[src/rtl/div_pkg.sv]
// Shared definitions for the SRT divider post-correction stage:
// op encoding, FSM state type, special-result constants and the
// bundle handed to the sign/select stage.
package div_pkg;

  localparam logic [1:0] DIV  = 2'b00;
  localparam logic [1:0] DIVU = 2'b01;
  localparam logic [1:0] REM  = 2'b10;
  localparam logic [1:0] REMU = 2'b11;

  localparam logic [31:0] DIV0_QUOT = 32'hFFFF_FFFF;
  localparam logic [31:0] INT_MIN   = 32'h8000_0000;

  typedef enum logic [1:0] {
    IDLE    = 2'd0,
    CORRECT = 2'd1,
    SIGN    = 2'd2,
    DONE    = 2'd3
  } div_state_e;

  // Everything the sign/select stage needs, already corrected and denormalised.
  typedef struct packed {
    logic [1:0]  op;
    logic [31:0] quot;
    logic [31:0] rem;
    logic        dividend_neg;
    logic        divisor_neg;
    logic [31:0] dividend_orig;
    logic        div_by_zero;
    logic        overflow;
  } sign_in_t;

  // Overflow only matters for the signed ops (op[0] = 0).
  function automatic logic is_special(input logic [1:0] op,
                                      input logic       div_by_zero,
                                      input logic       overflow);
    return div_by_zero | (overflow & ~op[0]);
  endfunction

endpackage

[src/rtl/div_post_correct_if.sv]
// Handshake bundle between the iteration controller, this stage and the
// execute stage. master drives operations in and consumes results; slave
// is the post-correction stage.
interface div_post_correct_if #(
  parameter int XLEN = 32
);

  logic            in_valid;
  logic            in_ready;
  logic [1:0]      op;
  logic [XLEN-1:0] q_raw;
  logic [XLEN:0]   rem_raw;
  logic [XLEN-1:0] divisor_norm;
  logic [4:0]      norm_shift;
  logic            dividend_neg;
  logic            divisor_neg;
  logic [XLEN-1:0] dividend_orig;
  logic            div_by_zero;
  logic            overflow;
  logic            out_valid;
  logic            out_ready;
  logic [XLEN-1:0] result;

  modport master (
    output in_valid, op, q_raw, rem_raw, divisor_norm, norm_shift,
           dividend_neg, divisor_neg, dividend_orig, div_by_zero, overflow,
           out_ready,
    input  in_ready, out_valid, result
  );

  modport slave (
    input  in_valid, op, q_raw, rem_raw, divisor_norm, norm_shift,
           dividend_neg, divisor_neg, dividend_orig, div_by_zero, overflow,
           out_ready,
    output in_ready, out_valid, result
  );

endinterface

[src/rtl/div_sign_fix.sv]
// Combinational back end of the post-correction stage: applies the RISC-V
// sign rules to the corrected quotient/remainder, picks the one the op asks
// for, and overrides it with the divide-by-zero / overflow results.
module div_sign_fix
  import div_pkg::*;
(
  input  sign_in_t    si,
  output logic [31:0] result
);

  logic [31:0] quot_s;
  logic [31:0] rem_s;

  // Negate, select, then let the special cases win (divide-by-zero first).
  always_comb begin
    quot_s = si.quot;
    rem_s  = si.rem;
    if ((si.op == DIV) && (si.dividend_neg ^ si.divisor_neg)) begin
      quot_s = -si.quot;
    end
    if ((si.op == REM) && si.dividend_neg) begin
      rem_s = -si.rem;
    end

    result = si.op[1] ? rem_s : quot_s;

    if (si.div_by_zero) begin
      result = si.op[1] ? si.dividend_orig : DIV0_QUOT;
    end else if (si.overflow && !si.op[0]) begin
      result = si.op[1] ? 32'h0000_0000 : INT_MIN;
    end
  end

endmodule

[src/rtl/div_post_correct.sv]
// Final stage of the radix-8 SRT divider. Latches the converter output,
// fixes up a negative final residual, denormalises the remainder, applies
// sign rules / special cases and holds the result until the execute stage
// takes it.
//
// state   | meaning
// --------+-----------------------------------------------------------
// IDLE    | in_ready high, waiting for a finished division
// CORRECT | negative residual: quotient - 1, residual + divisor
// SIGN    | denormalise, sign-fix, select; result register loaded
// DONE    | out_valid high, result held until out_ready
//
// Special cases (divide by zero, signed overflow) skip CORRECT and go
// straight to SIGN, where the latched flags select the fixed result, so
// they present one cycle after accept instead of two.
module div_post_correct
  import div_pkg::*;
#(
  parameter int XLEN = 32
) (
  input  logic                clk,
  input  logic                rst_n,
  input  logic                kill,
  div_post_correct_if.slave   bus
);

  div_state_e state_q;
  div_state_e state_d;

  logic [1:0]      op_q;
  logic [XLEN-1:0] quot_q;
  logic [XLEN:0]   rem_q;
  logic [XLEN-1:0] dnorm_q;
  logic [4:0]      shift_q;
  logic            dvd_neg_q;
  logic            dvs_neg_q;
  logic [XLEN-1:0] dvd_orig_q;
  logic            dbz_q;
  logic            ovf_q;
  logic [XLEN-1:0] result_q;

  logic            accept;
  logic            load_result;
  sign_in_t        sf_in;
  logic [XLEN-1:0] sf_result;

  // in_ready and out_valid depend on state only.
  assign bus.in_ready  = (state_q == IDLE);
  assign bus.out_valid = (state_q == DONE);
  assign bus.result    = result_q;

  assign accept = (state_q == IDLE) && bus.in_valid && !kill;

  // State register.
  always_ff @(posedge clk or negedge rst_n) begin
    if (!rst_n) begin
      state_q <= IDLE;
    end else begin
      state_q <= state_d;
    end
  end

  // Next-state and result-load strobe; kill overrides everything.
  always_comb begin
    state_d     = state_q;
    load_result = 1'b0;
    case (state_q)
      IDLE: begin
        if (bus.in_valid) begin
          state_d = is_special(bus.op, bus.div_by_zero, bus.overflow) ? SIGN : CORRECT;
        end
      end
      CORRECT: begin
        state_d = SIGN;
      end
      SIGN: begin
        state_d     = DONE;
        load_result = 1'b1;
      end
      DONE: begin
        if (bus.out_ready) begin
          state_d = IDLE;
        end
      end
      default: begin
        state_d = IDLE;
      end
    endcase
    if (kill) begin
      state_d     = IDLE;
      load_result = 1'b0;
    end
  end

  // Operand latch on accept, in-place residual correction in CORRECT,
  // result register loaded in SIGN.
  always_ff @(posedge clk or negedge rst_n) begin
    if (!rst_n) begin
      op_q       <= '0;
      quot_q     <= '0;
      rem_q      <= '0;
      dnorm_q    <= '0;
      shift_q    <= '0;
      dvd_neg_q  <= 1'b0;
      dvs_neg_q  <= 1'b0;
      dvd_orig_q <= '0;
      dbz_q      <= 1'b0;
      ovf_q      <= 1'b0;
      result_q   <= '0;
    end else begin
      if (accept) begin
        op_q       <= bus.op;
        quot_q     <= bus.q_raw;
        rem_q      <= bus.rem_raw;
        dnorm_q    <= bus.divisor_norm;
        shift_q    <= bus.norm_shift;
        dvd_neg_q  <= bus.dividend_neg;
        dvs_neg_q  <= bus.divisor_neg;
        dvd_orig_q <= bus.dividend_orig;
        dbz_q      <= bus.div_by_zero;
        ovf_q      <= bus.overflow;
      end else if ((state_q == CORRECT) && !kill && rem_q[XLEN]) begin
        // q_raw = 0 wraps to all ones here; legal inputs never reach it.
        quot_q <= quot_q - 1'b1;
        rem_q  <= rem_q + {1'b0, dnorm_q};
      end
      if (load_result) begin
        result_q <= sf_result;
      end
    end
  end

  // Denormalise the corrected residual and bundle the latched operands.
  always_comb begin
    sf_in               = '0;
    sf_in.op            = op_q;
    sf_in.quot          = quot_q;
    sf_in.rem           = rem_q[XLEN-1:0] >> shift_q;
    sf_in.dividend_neg  = dvd_neg_q;
    sf_in.divisor_neg   = dvs_neg_q;
    sf_in.dividend_orig = dvd_orig_q;
    sf_in.div_by_zero   = dbz_q;
    sf_in.overflow      = ovf_q;
  end

  div_sign_fix u_sign_fix (
    .si     (sf_in),
    .result (sf_result)
  );

endmodule

[src/flat_wrapper.sv]
// flat-port wrapper written by rule: the top's interface ports become plain ports
module div_post_correct_flat import div_pkg::*;
#(
  parameter int XLEN = 32
)
  (clk, rst_n, kill, bus_in_valid, bus_op, bus_q_raw, bus_rem_raw, bus_divisor_norm, bus_norm_shift, bus_dividend_neg, bus_divisor_neg, bus_dividend_orig, bus_div_by_zero, bus_overflow, bus_out_ready, bus_in_ready, bus_out_valid, bus_result);
  div_post_correct_if #(.XLEN(XLEN)) bus_i ();
  input  logic clk;
  input  logic rst_n;
  input  logic kill;
  input wire logic [$bits(bus_i.in_valid)-1:0] bus_in_valid;
  input wire logic [$bits(bus_i.op)-1:0] bus_op;
  input wire logic [$bits(bus_i.q_raw)-1:0] bus_q_raw;
  input wire logic [$bits(bus_i.rem_raw)-1:0] bus_rem_raw;
  input wire logic [$bits(bus_i.divisor_norm)-1:0] bus_divisor_norm;
  input wire logic [$bits(bus_i.norm_shift)-1:0] bus_norm_shift;
  input wire logic [$bits(bus_i.dividend_neg)-1:0] bus_dividend_neg;
  input wire logic [$bits(bus_i.divisor_neg)-1:0] bus_divisor_neg;
  input wire logic [$bits(bus_i.dividend_orig)-1:0] bus_dividend_orig;
  input wire logic [$bits(bus_i.div_by_zero)-1:0] bus_div_by_zero;
  input wire logic [$bits(bus_i.overflow)-1:0] bus_overflow;
  input wire logic [$bits(bus_i.out_ready)-1:0] bus_out_ready;
  output wire logic [$bits(bus_i.in_ready)-1:0] bus_in_ready;
  output wire logic [$bits(bus_i.out_valid)-1:0] bus_out_valid;
  output wire logic [$bits(bus_i.result)-1:0] bus_result;
  assign bus_i.in_valid = bus_in_valid;
  assign bus_i.op = bus_op;
  assign bus_i.q_raw = bus_q_raw;
  assign bus_i.rem_raw = bus_rem_raw;
  assign bus_i.divisor_norm = bus_divisor_norm;
  assign bus_i.norm_shift = bus_norm_shift;
  assign bus_i.dividend_neg = bus_dividend_neg;
  assign bus_i.divisor_neg = bus_divisor_neg;
  assign bus_i.dividend_orig = bus_dividend_orig;
  assign bus_i.div_by_zero = bus_div_by_zero;
  assign bus_i.overflow = bus_overflow;
  assign bus_i.out_ready = bus_out_ready;
  assign bus_in_ready = bus_i.in_ready;
  assign bus_out_valid = bus_i.out_valid;
  assign bus_result = bus_i.result;
  div_post_correct #(.XLEN(XLEN)) u_core (.clk(clk), .rst_n(rst_n), .kill(kill), .bus(bus_i));
endmodule
[config.mk]
export PLATFORM = sky130hd
export DESIGN_NAME = div_post_correct_flat
export DESIGN_NICKNAME = d
export VERILOG_FILES = /design/src/rtl/div_pkg.sv /design/src/rtl/div_post_correct_if.sv /design/src/rtl/div_sign_fix.sv /design/src/rtl/div_post_correct.sv /design/src/flat_wrapper.sv
export SDC_FILE = /design/constraint.sdc
export NUM_CORES = 1
export LEC_CHECK = 0
export BUFFER_PORTS_ARGS = -buffer_cell sky130_fd_sc_hd__buf_2
export CAP_MARGIN = 20
export CORE_MARGIN = 3
export CORE_UTILIZATION = 50
export CTS_CLUSTER_DIAMETER = 40
export CTS_CLUSTER_SIZE = 24
export DETAILED_ROUTE_END_ITERATION = 12
export PLACE_DENSITY = 0.68
export SYNTH_ARGS = -nofsm -noshare
export SYNTH_HDL_FRONTEND = slang
export SYNTH_SLANG_ARGS = --single-unit
export TNS_END_PERCENT = 5
[constraint.sdc]
create_clock -name clk -period 9.6 [get_ports clk]
set_input_delay 0.96 -clock clk [delete_from_list [all_inputs] [get_ports clk]]
set_output_delay 0.96 -clock clk [all_outputs]
set_load 0.01 [all_outputs]
# ---- Word level (Yosys, flattened, before mapping)
# Index checks and enable logic that the tools add are counted.
dict set report op_classes {
  addsub 4
  mul 0
  n_div 0
  n_lt_le_gt_ge 0
  n_eq_ne 6
  shifts 1
  mux 18
  bitwise_logic 4
  n_reduce_logical 13
}
# cell n
set ops {}
lappend ops {{$mux W32} 9}
lappend ops {{$mux W33} 2}
lappend ops {{$neg A32 Y32} 2}
lappend ops {{$add A33 B32 Y33} 1}
lappend ops {{$shr A32 B5 Y32} 1}
lappend ops {{$sub A32 B1 Y32 const B} 1}
lappend ops {{$mux W2} 4}
lappend ops {{$pmux W2 S4} 1}
lappend ops {{$logic_and A1 B1 Y1} 7}
lappend ops {{$eq A2 B2 Y1 const B} 3}
lappend ops {{$ne A3 B3 Y1 const B} 2}
lappend ops {{$logic_not A2 Y1} 2}
lappend ops {{$eq A2 B1 Y1 const B} 1}
lappend ops {{$logic_not A1 Y1} 2}
lappend ops {{$mux W1} 2}
lappend ops {{$reduce_and A2 Y1} 1}
lappend ops {{$reduce_bool A2 Y1} 1}
lappend ops {{$and A1 B1 Y1} 1}
lappend ops {{$not A1 Y1} 1}
lappend ops {{$or A1 B1 Y1} 1}
lappend ops {{$xor A1 B1 Y1} 1}
dict set report totals {
  regBits 174
  latch_bits 0
  mem_bits_rw 0
  romBits 0
  input_bits 145
  output_inout_bits 34
  elab_cells 58
  n_memories 0
}

# ---- Logic depth before layout (Yosys ltp)
dict set report logic_depth {
  depth_word 7
  mapped_depth 17
}

# ---- Cells and area by module
# From an unflattened synthesis, not the netlist that was laid out.
dict set report hier_totals {
  hier_cells 1589
  hier_area_um2 12856.1
}
# module instances cells_per_inst area_per_inst_um2
set modules_own_cells {}
lappend modules_own_cells {div_post_correct 1 1232 10552.6}
lappend modules_own_cells {div_sign_fix 1 357 2303.5}

# ---- Least setup slack after synthesis
# No wires, ideal clock.
dict set report synth_path {
  path_type {reg2reg}
  startpoint {register u_core.shift_q[1]}
  endpoint {register u_core.result_q[26], in the netlist u_core.bus.result[26]}
  setup_ns 0.124
  t_arrival_ns 3.508
  t_required_ns 9.476
  setup_slack_ns 5.968
  path_stages_with_launch 17
  period_less_slack_ns 3.632
  cell_sequence {dfrtp_1 clkbuf_1 buf_2 buf_2 buf_2 mux4_2 mux2i_1 o32ai_1 nor2_2 ha_1 inv_1 or4_4 nor4_4 a21oi_2 xor2_1 mux2_2 a2bb2oi_1}
}
dict set report synth_between {
  elab_chain_cells 6
}
# element line
set synth_rtl {}
lappend synth_rtl {{from (decl)} div_post_correct.sv:34} ;# logic [4:0] shift_q;
lappend synth_rtl {{from (signal assigned)} div_post_correct.sv:116} ;# shift_q <= bus.norm_shift;
lappend synth_rtl {{$shr A32 B5 Y32 *} div_post_correct.sv:138} ;# sf_in.rem = rem_q[XLEN-1:0] >> shift_q;
lappend synth_rtl {{$neg A32 Y32} div_sign_fix.sv:22} ;# rem_s = -si.rem;
lappend synth_rtl {{$mux W32 *} div_sign_fix.sv:21} ;# if ((si.op == REM) && si.dividend_neg) begin
lappend synth_rtl {{$mux W32 *} div_sign_fix.sv:25} ;# result = si.op[1] ? rem_s : quot_s;
lappend synth_rtl {{$mux W32 *} div_sign_fix.sv:29} ;# end else if (si.overflow && !si.op[0]) begin
lappend synth_rtl {{$mux W32 *} div_sign_fix.sv:27} ;# if (si.div_by_zero) begin
lappend synth_rtl {{to (signal assigned)} div_post_correct.sv:128} ;# result_q <= sf_result;
lappend synth_rtl {{to (decl)} div_post_correct.sv:40} ;# logic [XLEN-1:0] result_q;
# Every way passes the cells marked *; elsewhere a longest branch is shown, timed or not.
# A chain may end at the register's enable or synchronous reset.

# ---- Final worst setup path
dict set report layout_path {
  startpoint {register u_core.shift_q[2]}
  endpoint {register u_core.result_q[26], in the netlist u_core.bus.result[26]}
}
# Same word-level chain as after synthesis.

==> results.md <==
- TritonCTS built the clock tree.
- After technology mapping, the gate count stands at 1572.
- The total count of hold-check failures in the final report was 0.
- For the pin with the worst max-slew slack, the measured transition is 1.072 ns.
- The share of the cycle needed by the critical path after routing is 47.07%.
- The startpoint type of the worst setup path is a register.
- Clock skew on the completed layout was measured at 0.01927 ns.
- Clock-pin slew was measured on the worst setup and hold paths at 0.08 ns.
- The per-cell routed wire length is 21.26 µm.
- The detailed router's first-iteration violation count is 1264.
- The kind of path behind the tightest hold check is register to register.
- The number of antenna violations at the first check in global routing was 0.
- The detailed-placement wirelength estimate is 31100 µm.
- The internal power of the cells totals 3.104 mW.
- The routed layout has 12620 vias.
- In this run the deepest clock path goes through 2 buffers.
- In the routed design, unresolved DRC markers number 0.
- The final critical delay including setup and external delays is 4.519 ns.
- Yosys mapped a number of flops with a built-in enable equal to 0.
- The clock sink count is 174.
- The count of antenna diodes in the layout is 0.
- The maximum frequency from static timing analysis is 0.2213 GHz.
- The required time reported for the critical path endpoint is 9.91 ns.
- The die covers 28300 µm².
- In the routed layout, each cell is associated on average with a via count of 6.248.
- Summed over all nets, the switching power comes to 3.272 mW.
- The worst setup path is of the register to register kind.
- The row count is 58.
- Sequential cells account for 24.2% of the total power.
- The post-route antenna net violation count is 0.
- Summing all placed instances gives a cell area of 14120 µm².
- Per report_power, the combinational group accounts for 64.4% of the total.
- The number of levels in the clock H-tree is 4.
- The net count of the finished layout is 1860.
- Max-cap violations in this run came to 0.
- The final global-route overflow total is 0.
- Counting the fill cells in the layout gives 2366.
- The run finished with clean final reports.
- 179 I/O pins were placed.
- In this run the worst path has a maximum fanout of 61.
- The via count of the first global-routing pass came to 12120.
- The worst path arrival time is 4.83 ns.
- The static leakage is 6.610 nW.
- In the global route stage, overall resource usage came out at 30.20%.
- The kind of capture point of the worst setup path is a register.
- After clock tree synthesis, the flow added hold-fix buffers numbering 0.
- The beginning of the worst register-to-register path is u_core.shift_q[2].
- At the later pin of the worst-skew pair, clock insertion delay measures 0.44 ns.
- The worst slew slack as a fraction of its limit is 28.31%.
- In this run the vertical extent of the chip is 168.2 µm.
- The cell area after layout is 14720 µm².
- The area overhead of the layout relative to synthesis is 11.87%.
- The total power consumption of the routed design is 6.376 mW.
- The startpoint identified for the worst hold timing path is u_core.dvd_orig_q[1].
- The number of nets produced by synthesis is 1756.
- The sum of negative setup slack is 0 ns.
- The worst-case IR drop observed on VDD is 172.1 µV.
- Once the floorplan was initialized, standard cells occupied 51.51% of the core.
- The number of buffers created by CTS is 17.
- Setup repair after global routing left no endpoint under its margin.
- The critical path starts at u_core.shift_q[2].
- The count of buffers added by post-CTS timing repair for setup is 0.
- A synthesized cell averages 8.371 µm².
- The share of total power dissipated in the clock network is 11.4%.
- The Yosys step of the flow raised 0 warnings.
- The maximum number of pins on one net before global-route repair is 100.
- The fraction of registers with async set/reset is 100.0%.
- The final layout contains routed wiring with a total length of 42910 µm.
- After synthesis the cells add up to 13160 µm².
- The first global-routing pass estimated 68680 µm of wire.
- Net switching is 51.32% of the power.
- After synthesis, the netlist uses 88 different library cells.
- Synthesis inferred 174 register bits.
- The tree is rooted in a clkbuf_16.
- The count of input and output buffers is 178.
- For this run, the leading register cell type out of synthesis is dfrtp_1.
- Power spread over the standard cell area amounts to 433.1 nW/µm².
- The floorplan step set the die width to 168.2 µm.
- The number of pins exceeding their max-slew limit in the final report is 0.
- The core footprint is 25540 µm².
- Once the clock tree was built, the resizer swapped 0 gates to a different size.
- The first detailed-routing pass took 5 iterations.
- The congestion estimate from routability-driven global placement came to 0.9342.
- The final-report setup violation count is 0.
- The proportion of layout cells with a drive suffix above 1 is 18.12%.
- The share of synthesized area occupied by flip-flops and latches is 33.09%.
-- worst max-delay path: stages, from the launching register on --
cell,delay [ns]
dfrtp_2,0.34
buf_4,0.61
mux2i_1,0.62
mux4_2,0.41
o22ai_1,0.10
a211oi_2,0.39
ha_1,0.26
inv_1,0.05
or4_4,0.55
nor4_4,0.30
a21oi_2,0.12
xor2_1,0.21
mux2_2,0.28
a2bb2oi_1,0.13
-- final cells by class --
cell class	count	area [µm²]	share of cell area, %
clock buffer	18	429.2	2.915
clock inverter	14	167.7	1.139
inverter	22	82.58	0.5610
multi-input combinational	1266	8247	56.02
sequential	174	4357	29.60
tap	330	412.9	2.805
timing repair buffer	195	1025	6.961
-- layer usage --
layer  GRT usage (%)  share of wire, %  wire length (µm)
met3           3.592               6.5              2786
met2           49.24                47             20230
met5               0                 0                 0
met4           11.35               3.8              1618
met1           41.56                43             18280
-- power by group through the flow --
stage / Sequential, mW / Clock, mW / Combinational, mW
after floorplan: 1.38 / 0 / 3.06
after global placement: 1.53 / 0 / 4.01
after detailed placement: 1.54 / 0 / 4.06
after CTS: 1.53 / 0.738 / 4.08
after global routing: 1.59 / 0.767 / 4.51
final: 1.54 / 0.726 / 4.11
-- cell usage after synthesis, drive strengths merged (4+ instances only) --
cell	number	area share, %
a211o	8	0.53
a211oi	18	1.1
a21o	15	0.86
a21oi	86	3.3
a221o	30	2.3
a221oi	18	1.2
a22oi	17	0.97
a31oi	23	1.1
and2	12	0.57
and3	7	0.33
buf	22	1.3
clkbuf	88	2.5
dfrtp	174	33
ha	38	3.6
inv	22	0.63
mux2	15	1.3
mux2i	37	2.8
mux4	36	6.2
nand2	322	9.2
nand2b	13	0.62
nand3	16	0.65
nand3b	6	0.34
nor2	122	3.5
nor2b	9	0.43
nor3	37	1.5
nor3b	12	0.72
nor4	13	0.73
o211ai	16	0.91
o21a	11	0.63
o21ai	152	5.8
o21bai	4	0.23
o221ai	7	0.47
o22ai	15	0.71
or2	7	0.33
or3	10	0.48
or4	5	0.31
xnor2	42	2.8
xor2	36	2.4
-- metrics by stage --
step / utilization [%] / hold WS (ns) / setup WS [ns] / instances
2_1_floorplan: - / 0.4403 / 5.968 / 1572
3_3_place_gp: 55.29 / 0.4577 / 5.238 / 1987
3_5_place_dp: 55.29 / 0.4584 / 5.181 / 1987
4_1_cts: 57.63 / 0.4777 / 5.143 / 2019
5_1_grt: 57.63 / 0.4988 / 4.765 / 2019
6_report: 57.63 / 0.4716 / 5.081 / 2019
-- kinds of logic after synthesis --
logic type / count (synthesis) / share of synthesized area (%)
adders and majority gates: 39 / 3.765
muxes: 88 / 10.29
and+or+nand+nor: 605 / 20.65
DFF: 174 / 33.09
AOI/OAI and AO/OA: 456 / 22.61
buffers and inverters: 132 / 4.402
xor gates and xnor gates: 78 / 5.192
-- flip-flops by register name, indices dropped and copies added, names as in the netlist --
signal,flops
u_core.dvs_neg_q,1
u_core.dvd_neg_q,1
u_core.state_q,2
u_core.ovf_q,1
u_core.shift_q,5
u_core.bus.result,32
u_core.quot_q,32
u_core.dbz_q,1
u_core.op_q,2
u_core.rem_q,33
u_core.dvd_orig_q,32
u_core.dnorm_q,32
-- path summary, 6_finish.rpt --
| path | to | slack, ns | depth (start not counted) |
|---|---|---|---|
| hold reg to reg | u_core.dvd_orig_q[1] | 0.47 | 2 |
| min in group asynchronous | u_core.quot_q[14] | 0.58 | 1 |
| setup reg to reg | u_core.bus.result[26] | 5.08 | 13 |
| max in group asynchronous | u_core.rem_q[26] | 7.44 | 2 |
| hold / removal | u_core.dvd_orig_q[1] | 0.47 | 2 |
| setup / recovery | u_core.bus.result[26] | 5.08 | 13 |
-- placed cells by master (no fill, tap or decap), drive strengths merged, types with 8 or more instances in the layout --
| cell type | n |
|---|---|
| a211oi | 18 |
| nor4 | 13 |
| a221oi | 18 |
| o21a | 11 |
| o22ai | 15 |
| a31oi | 23 |
| dfrtp | 174 |
| and2 | 12 |
| nor3b | 12 |
| xnor2 | 42 |
| nand2b | 13 |
| buf | 195 |
| a221o | 30 |
| mux2 | 15 |
| nor2 | 122 |
| a21oi | 86 |
| xor2 | 36 |
| or3 | 10 |
| nor2b | 9 |
| o211ai | 16 |
| ha | 38 |
| mux2i | 37 |
| clkbuf | 18 |
| a22oi | 17 |
| inv | 30 |
| nor3 | 37 |
| mux4 | 36 |
| nand3 | 16 |
| nand2 | 322 |
| o21ai | 152 |
| a21o | 15 |
| a211o | 8 |
(Power assumes the default switching activity.)
